### config.mk
export PLATFORM = sky130hd
export DESIGN_NAME = ifetch
export DESIGN_NICKNAME = d
export VERILOG_FILES = /design/src/rtl/cpu_pkg.sv /design/src/rtl/fetch_buf.sv /design/src/rtl/ifetch.sv
export SDC_FILE = /design/constraint.sdc
export NUM_CORES = 1
export LEC_CHECK = 0
export BUFFER_PORTS_ARGS = -buffer_cell sky130_fd_sc_hd__buf_2
export CAP_MARGIN = 20
export CORE_ASPECT_RATIO = 0.9
export CORE_MARGIN = 2
export CORE_UTILIZATION = 35
export CTS_BUF_LIST = sky130_fd_sc_hd__clkbuf_8
export CTS_CLUSTER_SIZE = 24
export DETAILED_ROUTE_END_ITERATION = 8
export HOLD_SLACK_MARGIN = 0.06
export REMOVE_ABC_BUFFERS = 1
export SLEW_MARGIN = 20
export SYNTH_ARGS = -nofsm -noshare
export SYNTH_HDL_FRONTEND = slang
export SYNTH_SLANG_ARGS = --single-unit
### constraint.sdc
create_clock -name clk -period 14.3 [get_ports clk]
set_input_delay 2.86 -clock clk [delete_from_list [all_inputs] [get_ports clk]]
set_output_delay 2.86 -clock clk [all_outputs]
set_load 0.01 [all_outputs]
### src/rtl/cpu_pkg.sv
// Shared definitions for the 32-bit lab processor: opcodes, instruction field
// positions, fetch defaults and the fetch buffer entry layout.
package cpu_pkg;

    localparam logic [31:0] DEFAULT_RESET_PC = 32'd0;
    localparam int unsigned DEFAULT_IM_DEPTH = 1024;

    localparam int unsigned OPC_HI  = 31;
    localparam int unsigned OPC_LO  = 25;
    localparam int unsigned RD_HI   = 24;
    localparam int unsigned RD_LO   = 20;
    localparam int unsigned RS1_HI  = 19;
    localparam int unsigned RS1_LO  = 15;
    localparam int unsigned IMM_HI  = 14;
    localparam int unsigned IMM_LO  = 0;

    typedef enum logic [6:0] {
        OP_NOP = 7'h00,
        OP_ADD = 7'h01,
        OP_SUB = 7'h02,
        OP_AND = 7'h03,
        OP_OR  = 7'h04,
        OP_LD  = 7'h08,
        OP_ST  = 7'h09,
        OP_BZ  = 7'h10,
        OP_BNZ = 7'h11,
        OP_JMP = 7'h12,
        OP_JMR = 7'h13,
        OP_JML = 7'h14
    } opcode_e;

    typedef struct packed {
        logic [31:0] pc;
        logic [31:0] ir;
    } fetch_entry_t;

endpackage

### src/rtl/fetch_buf.sv
// Small synchronous FIFO of {pc, ir} entries between fetch and decode.
// Flush has priority over push and pop.
module fetch_buf
    import cpu_pkg::*;
#(
    parameter  int unsigned DEPTH = 2,
    localparam int unsigned AW    = $clog2(DEPTH)
) (
    input  logic         clk,
    input  logic         rst_n,
    input  logic         push,
    input  logic         pop,
    input  logic         flush,
    input  fetch_entry_t din,
    output fetch_entry_t head,
    output logic         not_empty,
    output logic [AW:0]  count
);

    fetch_entry_t  mem [DEPTH];
    logic [AW-1:0] rd_ptr;
    logic [AW-1:0] wr_ptr;

    // NOTE: sequential state uses non-blocking assignments so every register samples pre-edge values.
    always_ff @(posedge clk) begin
        if (!rst_n) begin
            rd_ptr <= '0;
            wr_ptr <= '0;
            count  <= '0;
        end else if (flush) begin
            rd_ptr <= '0;
            wr_ptr <= '0;
            count  <= '0;
        end else begin
            if (push) wr_ptr <= wr_ptr + AW'(1);
            if (pop)  rd_ptr <= rd_ptr + AW'(1);
            count <= count + (AW+1)'(push) - (AW+1)'(pop);
        end
    end

    // NOTE: storage is left unreset; count decides whether any slot is meaningful.
    always_ff @(posedge clk) begin
        if (push && !flush) mem[wr_ptr] <= din;
    end

    assign head      = mem[rd_ptr];
    assign not_empty = (count != '0);

endmodule

### src/rtl/ifetch.sv
// Instruction fetch stage: owns the PC and halt flag, feeds fetched words into
// fetch_buf and hands them to decode over valid/ready.
module ifetch
    import cpu_pkg::*;
#(
    parameter logic [31:0] RESET_PC  = DEFAULT_RESET_PC,
    parameter int unsigned IM_DEPTH  = DEFAULT_IM_DEPTH,
    parameter int unsigned BUF_DEPTH = 2
) (
    input  logic        clk,
    input  logic        rst_n,
    output logic [31:0] pc_o,
    input  logic [31:0] ir_i,
    input  logic        redirect_i,
    input  logic [31:0] redirect_pc_i,
    output logic        id_valid_o,
    output logic [31:0] id_ir_o,
    output logic [31:0] id_pc_o,
    input  logic        id_ready_i,
    output logic        halt_o
);

    localparam int unsigned    CW         = $clog2(BUF_DEPTH) + 1;
    localparam logic [CW-1:0]  BUF_FULL   = CW'(BUF_DEPTH);
    localparam logic [31:0]    IM_END     = 32'(IM_DEPTH);
    localparam logic           RESET_HALT = (RESET_PC >= IM_END);

    logic [31:0]   pc;
    logic [31:0]   pc_inc;
    logic          halt;
    logic          push;
    logic          pop;
    logic [CW-1:0] count;
    logic          not_empty;
    fetch_entry_t  entry_in;
    fetch_entry_t  head;

    // NOTE: every always_comb output gets a value on every path, so no latch is inferred.
    always_comb begin
        pc_inc      = pc + 32'd1;
        pop         = not_empty & id_ready_i;
        push        = !redirect_i & !halt & ((count < BUF_FULL) | pop);
        entry_in.pc = pc;
        entry_in.ir = ir_i;
    end

    always_ff @(posedge clk) begin
        if (!rst_n) begin
            pc   <= RESET_PC;
            halt <= RESET_HALT;
        end else if (redirect_i) begin
            pc   <= redirect_pc_i;
            halt <= (redirect_pc_i >= IM_END);
        end else if (push) begin
            pc   <= pc_inc;
            halt <= (pc_inc == IM_END);
        end
    end

    // The redirect doubles as the flush, so a same-cycle pop still consumes the head.
    fetch_buf #(
        .DEPTH (BUF_DEPTH)
    ) u_buf (
        .clk       (clk),
        .rst_n     (rst_n),
        .push      (push),
        .pop       (pop),
        .flush     (redirect_i),
        .din       (entry_in),
        .head      (head),
        .not_empty (not_empty),
        .count     (count)
    );

    assign pc_o       = pc;
    assign halt_o     = halt;
    assign id_valid_o = not_empty;
    assign id_ir_o    = not_empty ? head.ir : '0;
    assign id_pc_o    = not_empty ? head.pc : '0;

endmodule

==> run metrics, run 1 <==
DP Wirelength=11.9 mm; Post-synth top flop=edfxtp_1; vias in the first global route=roughly 5.1k; maximum VDD drop=roughly 54 uV; Filler Cell Count=between 2k and 2.5k; Worst Tran Pin Value=a little over 0.9 ns; Top Ports=~170; sequential fraction of the synthesis area=around three fifths; Hold Buf Count CTS=0; register area=roughly 4600 um2; worst hold slack=0.524 ns; Antenna Nets Post-Route=0; Worst EP arrival=about 2.3 ns; CP endpoint kind=output port; H-tree Lvls=4; die width=between 150 and 200 um; Clock Skew=~0.011 ns; Worst Hold Class=reg -> reg; CP Class=reg -> out; Worst-path clk slew=roughly 0.090 ns; footprint of the multi-input gates=2730 um2; Slew headroom=between 30% and 40%; Final min period=~5.2 ns; most common cell after layout, fill and taps aside=buf_2; Post-Route WL=around 18 mm; max-cap violation count=0; row cnt=50; port bufs=around 170; most frequent cells in the layout=buf_2 (165), edfxtp_1 (128), nor2_1 (79); Tot Pwr=1.01 mW; Post-Syn Instances=between 600 and 700; dpl cell area=~8600 um2; DRC violations left=0; pin count of the biggest net entering global routing=70; final non-filler cell area=around 9000 um2; final worst path period share=a little over a third; drt wl/cell=about 16 um; via count=5186; LEAKAGE=3.32 nW; asr flop ratio synth=0%; CP max FO=48; Final nets=around 850; GRT Total Usage=16.0%; Core Region=approximately 21000 um2; initial antenna violation count=2; post-CTS sizing=0; CTS tree=yes; Via density=roughly 4.8; GP Congestion=between 0.7 and 0.8; Chip Height=approximately 140 um; outcome=finished, final reports clean; required time worst endpoint=between 10 and 15 ns; DRT Pass-1 Iters=4; root cell of the clock tree=clkbuf_8; final hold violation count=0; share of post-route cells with drive strength above 1=between 20% and 30%; clk sinks=~170; P&R area growth vs syn=19.8%; Synth Cell Area=7510 um2; Cell variety after synth=47; Starting Density=35.9%; Post-CTS Setup Bufs=0; number of synthesized flops with an enable pin=around 130; first-pass GRT wire length=27.4 mm; DIE AREA=22600 um2; RSZ-0062 raised after global routing=no; GRT Residual Overflow=0; Reg2Reg Depth=8; crit path launch type=flip-flop; Fmax achieved=between 150 and 200 MHz; Inserted Clock Buffers=17; deepest clock path buffer count=2; Yosys Warn Count=0; Iter 0 DRT Violations=roughly 370; syn avg cell area=roughly 12 um2; final setup TNS=0 ns; hold path cells=2; Clock Latency Late Sink=approximately 0.45 ns; PwrDens=about 110 nW/um2; FF+latch count, synth=roughly 170; fin. max-slew vios=0; final setup fails=0
cell type report:
| cell class | instances | area share, % |
|---|---|---|
| repair buffers | 171 | 9.68 |
| inverters | 7 | 0.292 |
| diodes | 2 | 0.0557 |
| multi-input cells | 418 | 30.3 |
| clock inverters | 15 | 1.82 |
| flip-flops and latches | 166 | 51.2 |
| clock buffers | 17 | 2.60 |
| well taps | 286 | 3.98 |
final timing paths:
check                               endpoint  slack (ns)         start
worst max-delay path              id_pc_o[0]        9.13     flip-flop
worst min-delay path            u_buf.rd_ptr        0.52  u_buf.rd_ptr
worst max register to register        halt_o       10.72       pc_o[0]
worst min register to register  u_buf.rd_ptr        0.52  u_buf.rd_ptr
stage by stage:
stage | utilization [%] | setup WS (ns) | instances
floorplan | - | 6.23 | 591
detailed placement | 41.1 | 9.49 | 1048
global placement | 41.1 | 9.49 | 1048
finish | 43.0 | 9.13 | 1082
global route | 43.0 | 8.95 | 1082
CTS | 43.0 | 9.08 | 1080
cells in the mapped netlist, drive strengths merged, types with 14 or more instances:
master / n / area, um2
nor4: 14 / 87.6
buf: 15 / 75.1
o21ai: 30 / 154
nand2: 45 / 169
edfxtp: 128 / 3840
mux2i: 66 / 661
clkbuf: 24 / 91.3
and2: 33 / 206
xor2: 24 / 210
xnor2: 27 / 236
dfxtp: 38 / 761
nand4: 18 / 119
nand3: 21 / 128
nor3: 15 / 75.1
nor2: 80 / 300
power by group:
part	switching [mW]	total (mW)	internal, mW
sequential	0.0207	0.566	0.545
combinational	0.0610	0.104	0.0431
clock	0.191	0.337	0.146
cell families (layout without fill, tap and decap cells):
group | count (synthesis) | count (layout) | synth area share (%)
simple gates | 246 | 246 | 16.3
flops | 166 | 166 | 61.3
mux | 66 | 66 | 8.80
compound gates | 51 | 51 | 4.37
xor+xnor | 51 | 51 | 5.95
buf+inv | 46 | 210 | 2.57
fa+ha+maj | 4 | 4 | 0.667
other cells | 0 | 2 | 0
critical path, cell delays in order (launching register included):
cell and delay, ns:
dfxtp_4 0.55, buf_4 0.72, mux2i_1 0.29, nor2_1 0.05
buf_2 0.17
sequential cells by signal, summed over array words and instances, names as in the netlist, named ones only:
signal and flops:
u_buf.count 2, u_buf.wr_ptr 1, halt_o 1, u_buf.rd_ptr 1, pc_o 32, u_buf.mem 128
per-layer routing:
metal  track usage (%)  part of all wire, %
met1              20.8                   46
met3              4.10                  6.7
met4              5.31                  1.6
met2              25.9                   46
met5                 0                    0
(Power assumes the default switching activity.)
==> inputs of run 2 (changes only) <==
- clock period: 14.3 -> 4.35 ns (I/O delays scaled with it)
==> run 2 against run 1 <==
Against the previous run:
- core utilization grew 0.54 points
- hold slack better by 0.014 ns
- clock-buffer cell count unchanged
- critical path depth increased by 3
- clock power grew to 3.9 times the previous value
- sequential share of layout area shrank 0.63 points
- non-clock buffer count is 1 higher
- flip-flop and latch count did not move
- combinational power increased to 3.4 times the previous value
- die area unchanged
- final cell count about the same
- global-route usage barely moved
- critical endpoint is now halt_o
==> run metrics, run 2 (synthesis gave the netlist of run 1 again) <==
pin count of the biggest net entering global routing=65 (-7.1%); die width=158 um (unchanged); via count=5157 (-0.56%); fin. max-slew vios=0 (unchanged); Buf/Inv on CP=0 (-2); DRC violations left=0 (unchanged); final setup fails=0 (unchanged); DIE AREA=22600 um2 (unchanged); Final nets=854 (+0.12%); P&R area growth vs syn=21.3%; Worst Tran Pin Value=0.974 ns (+0.0417 ns); most frequent cells in the layout=buf_2 (165), edfxtp_1 (128), nor2_1 (79); vias in the first global route=4896 (-3.5%); root cell of the clock tree=clkbuf_8; outcome=finished, final reports clean; Iter 0 DRT Violations=360 (-2.4%); flip-flop count of the largest register after layout=128 (unchanged); DP Wirelength=12.1 mm (+1.3%); DRT Pass-1 Iters=4 (unchanged); Post-Route WL=18.1 mm (+3.1%); Max Used Layer=met4; GRT Total Usage=15.9% (-0.035 points); maximum VDD drop=188 uV (+250%); Critical Path Most Common Cell=or4_1; met2 WL=8.38 mm (+3.8%); crit-path cells=nand4_1 > nor4_1 > nand3_1 > xnor2_1 > or4_1 > or4_1 > o41ai_2; LEAKAGE=3.37 nW (+1.4%); Worst Hold Class=reg -> reg; H-tree Lvls=4 (unchanged); Tot Pwr=3.54 mW (+250%); maximum single-stage delay on the critical path=0.71 ns (about the same); dpl cell area=8620 um2 (+0.38%); initial antenna violation count=0 (-2); post-CTS sizing=0 (unchanged); most common cell after layout, fill and taps aside=buf_2; Inserted Clock Buffers=17 (unchanged); drt wl/cell=16.7 um (+3.2%); CP endpoint kind=flip-flop; Worst-path clk slew=0.10 ns (about the same); Fmax achieved=between 200 and 300 MHz; PwrDens=389 nW/um2 (+250%); Final min period=3.38 ns; Core Region=20900 um2 (unchanged); CTS tree=yes; Post-CTS Setup Bufs=0 (unchanged); Critical-path top delay cell=nor4_1; Clock Latency Late Sink=0.45 ns (about the same); critical path's top delay family=simple AND/OR/NAND/NOR gates; first-pass GRT wire length=27.0 mm (-1.5%); Clock Skew=0.0133 ns (+0.00235 ns); GP Congestion=0.891 (+15%); Filler Cell Count=2053 (+0.44%); RSZ-0062 raised after global routing=no; Worst EP arrival=3.74 ns (+1.43 ns); CP max FO=11 (-77%); worst slack, placed=1.06 ns (-8.43 ns); max-cap violation count=0 (unchanged); final setup margin=0.970 ns (-8.16 ns); Via density=4.77 (-0.47%); CP Class=reg -> reg; final hold violation count=0 (unchanged); deepest clock path buffer count=2 (unchanged); required time worst endpoint=4.71 ns (-6.73 ns); share of post-route cells with drive strength above 1=27.2% (+0.092 points); largest register by flop count=u_buf.mem; Slew headroom=35.1% (-2.8 points); final non-filler cell area=9100 um2 (+1.3%); port bufs=165 (unchanged); Antenna Nets Post-Route=0 (unchanged); M1 WL=8.20 mm (+2.4%); Starting Density=35.9% (unchanged); Chip Height=143 um (unchanged); GRT Residual Overflow=0 (unchanged); clk sinks=166 (unchanged); WL met3=1.17 mm (-0.77%); Hold Buf Count CTS=0 (unchanged); final worst path period share=77.7%; Top Ports=166 (unchanged); row cnt=50 (unchanged); antenna diode count=0 (-2); crit path launch type=flip-flop
-- run 2: cell count changes in the layout (fill, tap and decap cells not counted) --
cell,delta
buf_4,-1
buf_12,+2
clkinv_2,+1
diode_2,-2
bufinv_16,+5
inv_1,-1
inv_6,-1
clkinv_8,-1
clkinv_1,+1
inv_8,-4
-- run 2: per-stage QoR --
step	setup TNS, ns	std cells	util (%)	hold slack [ns]
after floorplan	-110.63	591	-	0.481
after global placement	0	1049	41.3	0.496
after detailed placement	0	1049	41.3	0.521
after CTS	0	1081	43.6	0.542
after global routing	0	1081	43.6	0.573
final	0	1081	43.6	0.538
-- run 2: area by class of cell --
cell class / count / area (um2) / area share (%)
inverter: 7 / 26.3 / 0.289
sequential: 166 / 4610 / 50.6
multi-input combinational: 418 / 2730 / 29.9
tap: 286 / 358 / 3.93
clock inverter: 15 / 249 / 2.73
clock buffer: 17 / 234 / 2.57
timing repair buffer: 172 / 903 / 9.92
-- run 2: metal layers --
layer,track usage [%],up-vias
met1,21.3,2427
met4,5.50,0
met3,3.61,18
li1,-,2563
met2,25.5,149
met5,0,-
-- run 2: final timing paths --
path	start	to	slack, ns	cells after the start
setup reg to reg	pc_o[2]	halt_o	0.97	7
setup / recovery	pc_o[2]	halt_o	0.97	7
hold reg to reg	u_buf.rd_ptr	flip-flop	0.54	2
hold / removal	u_buf.rd_ptr	flip-flop	0.54	2
-- run 2: worst reg2reg max path: cells and delay by family, from the launching register on --
kind | cells | cell delay (ns)
XOR/XNOR | 1 | 0.17
AO/OA/AOI/OAI | 1 | 0.33
AND/OR/NAND/NOR | 5 | 2.24
flip-flops | 1 | 0.55
-- run 2: report_power, final --
part	switching (mW)	internal (mW)	leakage, nW
Sequential	0.0620	1.79	1.50
Combinational	0.210	0.145	1.64
Clock	0.585	0.746	0.232
Total	0.857	2.68	3.37
